File: src/rtl/traffic_pkg.sv
// Constants shared between the sensor conditioning stage and the traffic-light controller.
package traffic_pkg;

    localparam int DEB_CYCLES_DEFAULT = 8;

    localparam logic [1:0] GREEN  = 2'b00;
    localparam logic [1:0] YELLOW = 2'b01;
    localparam logic [1:0] RED    = 2'b10;

endpackage

File: src/rtl/sensor_debounce.sv
// One field-input channel: 2-flop synchronizer, consecutive-mismatch debounce counter
// and a registered rising-edge pulse that lines up with the debounced level change.
module sensor_debounce #(
    parameter int DEB_CYCLES = 8
) (
    input  logic clk,
    input  logic rstn,
    input  logic raw,
    output logic level,
    output logic rise
);

    localparam int CW = $clog2(DEB_CYCLES + 1);
    localparam logic [CW-1:0] CNT_LAST = CW'(DEB_CYCLES - 1);

    logic s1;
    logic s2;
    logic [CW-1:0] cnt;

    always_ff @(posedge clk or negedge rstn) begin
        if (!rstn) begin
            s1 <= 1'b0;
            s2 <= 1'b0;
        end else begin
            s1 <= raw;
            s2 <= s1;
        end
    end

    // A single matching sample clears the count, so only an unbroken run of
    // DEB_CYCLES mismatches can move the level; rise is registered alongside it.
    always_ff @(posedge clk or negedge rstn) begin
        if (!rstn) begin
            level <= 1'b0;
            rise  <= 1'b0;
            cnt   <= '0;
        end else begin
            rise <= 1'b0;
            if (s2 == level) begin
                cnt <= '0;
            end else if (cnt == CNT_LAST) begin
                level <= s2;
                rise  <= s2;
                cnt   <= '0;
            end else begin
                cnt <= cnt + 1'b1;
            end
        end
    end

    cnt_bounded: assert property (@(posedge clk) disable iff (!rstn) cnt <= CNT_LAST);

endmodule

File: src/rtl/traffic_sensor_cond.sv
// Conditions the four raw field inputs into the clean Ta/Tb levels and P/R pulses
// consumed by the traffic-light controller.
module traffic_sensor_cond
    import traffic_pkg::*;
#(
    parameter int DEB_CYCLES = DEB_CYCLES_DEFAULT
) (
    input  logic clk,
    input  logic rstn,
    input  logic ta_raw,
    input  logic tb_raw,
    input  logic p_raw,
    input  logic r_raw,
    output logic Ta,
    output logic Tb,
    output logic P,
    output logic R
);

    logic ta_rise;
    logic tb_rise;
    logic p_level;
    logic r_level;
    logic p_rise;
    logic r_rise;
    logic unused_ok;

    sensor_debounce #(.DEB_CYCLES(DEB_CYCLES)) u_ta (
        .clk(clk), .rstn(rstn), .raw(ta_raw), .level(Ta), .rise(ta_rise)
    );

    sensor_debounce #(.DEB_CYCLES(DEB_CYCLES)) u_tb (
        .clk(clk), .rstn(rstn), .raw(tb_raw), .level(Tb), .rise(tb_rise)
    );

    sensor_debounce #(.DEB_CYCLES(DEB_CYCLES)) u_p (
        .clk(clk), .rstn(rstn), .raw(p_raw), .level(p_level), .rise(p_rise)
    );

    sensor_debounce #(.DEB_CYCLES(DEB_CYCLES)) u_r (
        .clk(clk), .rstn(rstn), .raw(r_raw), .level(r_level), .rise(r_rise)
    );

    // End-of-parade wins when both switches qualify on the same edge.
    assign R = r_rise;
    assign P = p_rise & ~r_rise;

    assign unused_ok = ta_rise ^ tb_rise ^ p_level ^ r_level;

    pr_exclusive: assert property (@(posedge clk) disable iff (!rstn) !(P && R));

endmodule

File: config.mk
export PLATFORM = sky130hd
export DESIGN_NAME = traffic_sensor_cond
export DESIGN_NICKNAME = d
export VERILOG_FILES = /design/src/rtl/traffic_pkg.sv /design/src/rtl/sensor_debounce.sv /design/src/rtl/traffic_sensor_cond.sv
export SDC_FILE = /design/constraint.sdc
export NUM_CORES = 1
export LEC_CHECK = 0
export BUFFER_PORTS_ARGS = -buffer_cell sky130_fd_sc_hd__buf_4
export CORE_ASPECT_RATIO = 0.7
export CORE_MARGIN = 10
export CORE_UTILIZATION = 36
export DETAILED_ROUTE_END_ITERATION = 8
export REMOVE_ABC_BUFFERS = 1
export SYNTH_ARGS = -nofsm -noshare
export SYNTH_HDL_FRONTEND = slang
export SYNTH_HIERARCHICAL = 1
export SYNTH_SLANG_ARGS = --single-unit
export TNS_END_PERCENT = 5
File: constraint.sdc
create_clock -name clk -period 1.5 [get_ports clk]
set_input_delay 0.45 -clock clk [delete_from_list [all_inputs] [get_ports clk]]
set_output_delay 0.45 -clock clk [all_outputs]
set_load 0.005 [all_outputs]
==> results.py <==
metrics = {
    "clock_network": {
        "clk_pin_slew_ns": 0.06,
        "cts_tree": "yes",
        "h-tree-depth": 2,
        "clock_net_sink_count": 30,
        "post-cts-setup-buffer-count": 0,
        "insertion_delay_of_the_later_clocked_pin_in_the_worst_skew_pair_ns": 0.27,
        "cts-resized-gates": 0,
        "tritoncts.num_buffers": 5,
        "buffer_depth_of_the_longest_clock_path": 2,
        "ctsRootBufferMaster": "sky130_fd_sc_hd__clkbuf_8",
        "postCtsHoldBufs": 0,
    },
    "finish": {
        "layout.nets": 107,
        "drive_gt1_share_pct": 26.5,
        "stdcell_count": 136,
        "area_growth_pct": 17.4,
        "diodes": 0,
    },
    "timing": {
        "max_freq_mhz": 747,
        "post-route-period-util_pct": 89.3,
        "finalSetupViolations": 0,
        "finalCriticalPeriod_ns": 1.34,
        "slew_viol_final": 0,
        "clock-skew-final_ns": 0.00381,
        "finalSetupTns_ns": 0,
        "finalHoldViolations": 0,
        "max_slew.worst_pin.slew_ns": 0.373,
        "normalized_max_slew_margin_pct": 75.1,
        "grt_setup_unrepaired": "false",
    },
    "place": {
        "gpl.final_weighted_congestion": 0.739,
        "io_buffers": 9,
        "dp_hpwl_mm": 1.20,
        "placed_cells_incl_taps": 128,
    },
    "floorplanning": {
        "row_count": 17,
        "floorplan.core_area_um2": 3170,
        "die_area_um2": 6040,
        "die_width_um": 88.7,
        "initial_utilization_pct": 37.5,
        "die_height_um": 68.1,
        "ios": 10,
    },
    "grt": {
        "grt_antenna_before_repair": 0,
        "grt_start_max_net_pins": 31,
        "grt-ovfl-total": 0,
        "global_route.usage.total_pct": 6.94,
        "via_count_of_the_first_global_routing_pass": 690,
        "grt_pass1_wl_mm": 3.15,
    },
    "route": {
        "drc_marker_count_from_the_first_detailed_route_iteration": 35,
        "route.vias.total": 643,
        "avgRoutedWirePerCell_um": 12.8,
        "drt-total-wl_mm": 1.74,
        "routed_via_density": 4.73,
        "drt_first_pass_iters": 4,
        "remaining_drc_errors": 0,
        "route.antenna.remaining_nets": 0,
    },
    "synth": {
        "synth_cells": 81,
        "synth_warnings": 6,
        "synth_area_um2": 1190,
        "syn_area_per_cell_um2": 14.7,
    },
    "setup_path": {
        "crit_path_max_incr_delay_ns": 0.41,
        "cp_buf_inv_count": 1,
        "path_max_fanout": 2,
        "critPathTopFamily": "flip-flops",
        "crit_path_start_kind": "register",
        "worst_ep_arrival_ns": 0.89,
        "worst-endpoint-required_ns": 1.05,
        "cp_slowest_cell": "sky130_fd_sc_hd__dfrtp_1",
        "crit_path_end_kind": "primary output",
        "crit_chain": "nor2b_4 -> buf_4",
        "critical_path_class": "reg2out",
    },
    "min_path": {
        "worst_hold_path_type": "in2async",
    },
    "power": {
        "power.switching_uw": 651,
        "internal_power_summed_over_all_cells_uw": 1640,
        "clockPowerShare_pct": 28.7,
        "worst_ir_drop_vdd_mv": 0.736,
        "pwr-share-seq_pct": 50.9,
        "power_per_cell_area_nw_per_um2": 1640,
        "power.share.switching_pct": 28.4,
        "power.combinational.fraction_pct": 20.4,
        "power.static_leakage_uw": 0.000666,
    },
    "outcome": {
        "status": "complete, no violations",
    },
    "job": {
        "maxCapViolCount": 0,
    },
}
[registers in the layout, indices dropped and copies added, names as in the netlist, 4 cells and up]
register,flops
u_p/cnt,4
u_tb/cnt,4
u_ta/cnt,4
u_r/cnt,4
[path summary, 6_finish.rpt]
kind,startpoint,endpoint,slack [ns],depth (start not counted)
min in group clk,tb_raw,u_tb/s1,0.28,1
setup reg to reg,u_p/cnt[0],u_p/level,0.26,3
max in group asynchronous,rstn,u_p/rise,1.13,1
hold reg to reg,u_ta/s1,u_ta/s2,0.35,0
setup / recovery,u_r/rise,P,0.16,2
hold / removal,rstn,u_p/cnt[3],0.1,1
[final cells by class]
type	instances	area (um2)
clock buffer	7	86.3
sequential	30	751
fill	277	1770
multi-input combinational	48	428
tap	38	47.5
clock inverter	1	5.00
timing repair buffer	9	67.6
inverter	3	11.3
[power groups by stage]
stage	registers, uW	clock network [uW]	logic [uW]
after detailed placement	1180	0	475
final	1170	658	466
after global placement	1160	0	469
after global routing	1200	735	533
after floorplan	1140	0	352
after CTS	1170	692	480
[cells in the final DEF, fill, tap and decap left out, drive strengths merged, types with 4 or more instances in the layout]
cell type,count
mux2,4
clkbuf,7
dfrtp,30
nand3b,4
nor2b,5
nor2,6
buf,9
ha,4
xnor2,8
nor3b,6
[metal layers]
layer	wire length, um	vias to the layer above	global-route usage, %
met5	0	-	0
met4	11	0	4.22
met1	868	321	8.60
met2	774	9	9.46
li1	-	311	-
met3	84	2	3.44
[worst reg2reg max path: stages, from the launching register on]
cell	delay, ns
sky130_fd_sc_hd__dfrtp_1	0.41
sky130_fd_sc_hd__ha_1	0.25
sky130_fd_sc_hd__nand3b_1	0.16
sky130_fd_sc_hd__mux2_4	0.31
[metrics by stage]
step / utilization (%) / worst slack (ns) / total power (uW) / hold slack, ns / cell area [um2]
floorplan: - / 0.340 / 1490 / 0.154 / 1190
global placement: 41.2 / 0.292 / 1630 / 0.333 / 1310
detailed placement: 41.2 / 0.274 / 1650 / 0.335 / 1310
CTS: 44.1 / 0.135 / 2340 / 0.100 / 1400
global route: 44.1 / 0.0954 / 2460 / 0.113 / 1400
finish: 44.1 / 0.160 / 2290 / 0.0959 / 1400
(Power assumes the default switching activity.)
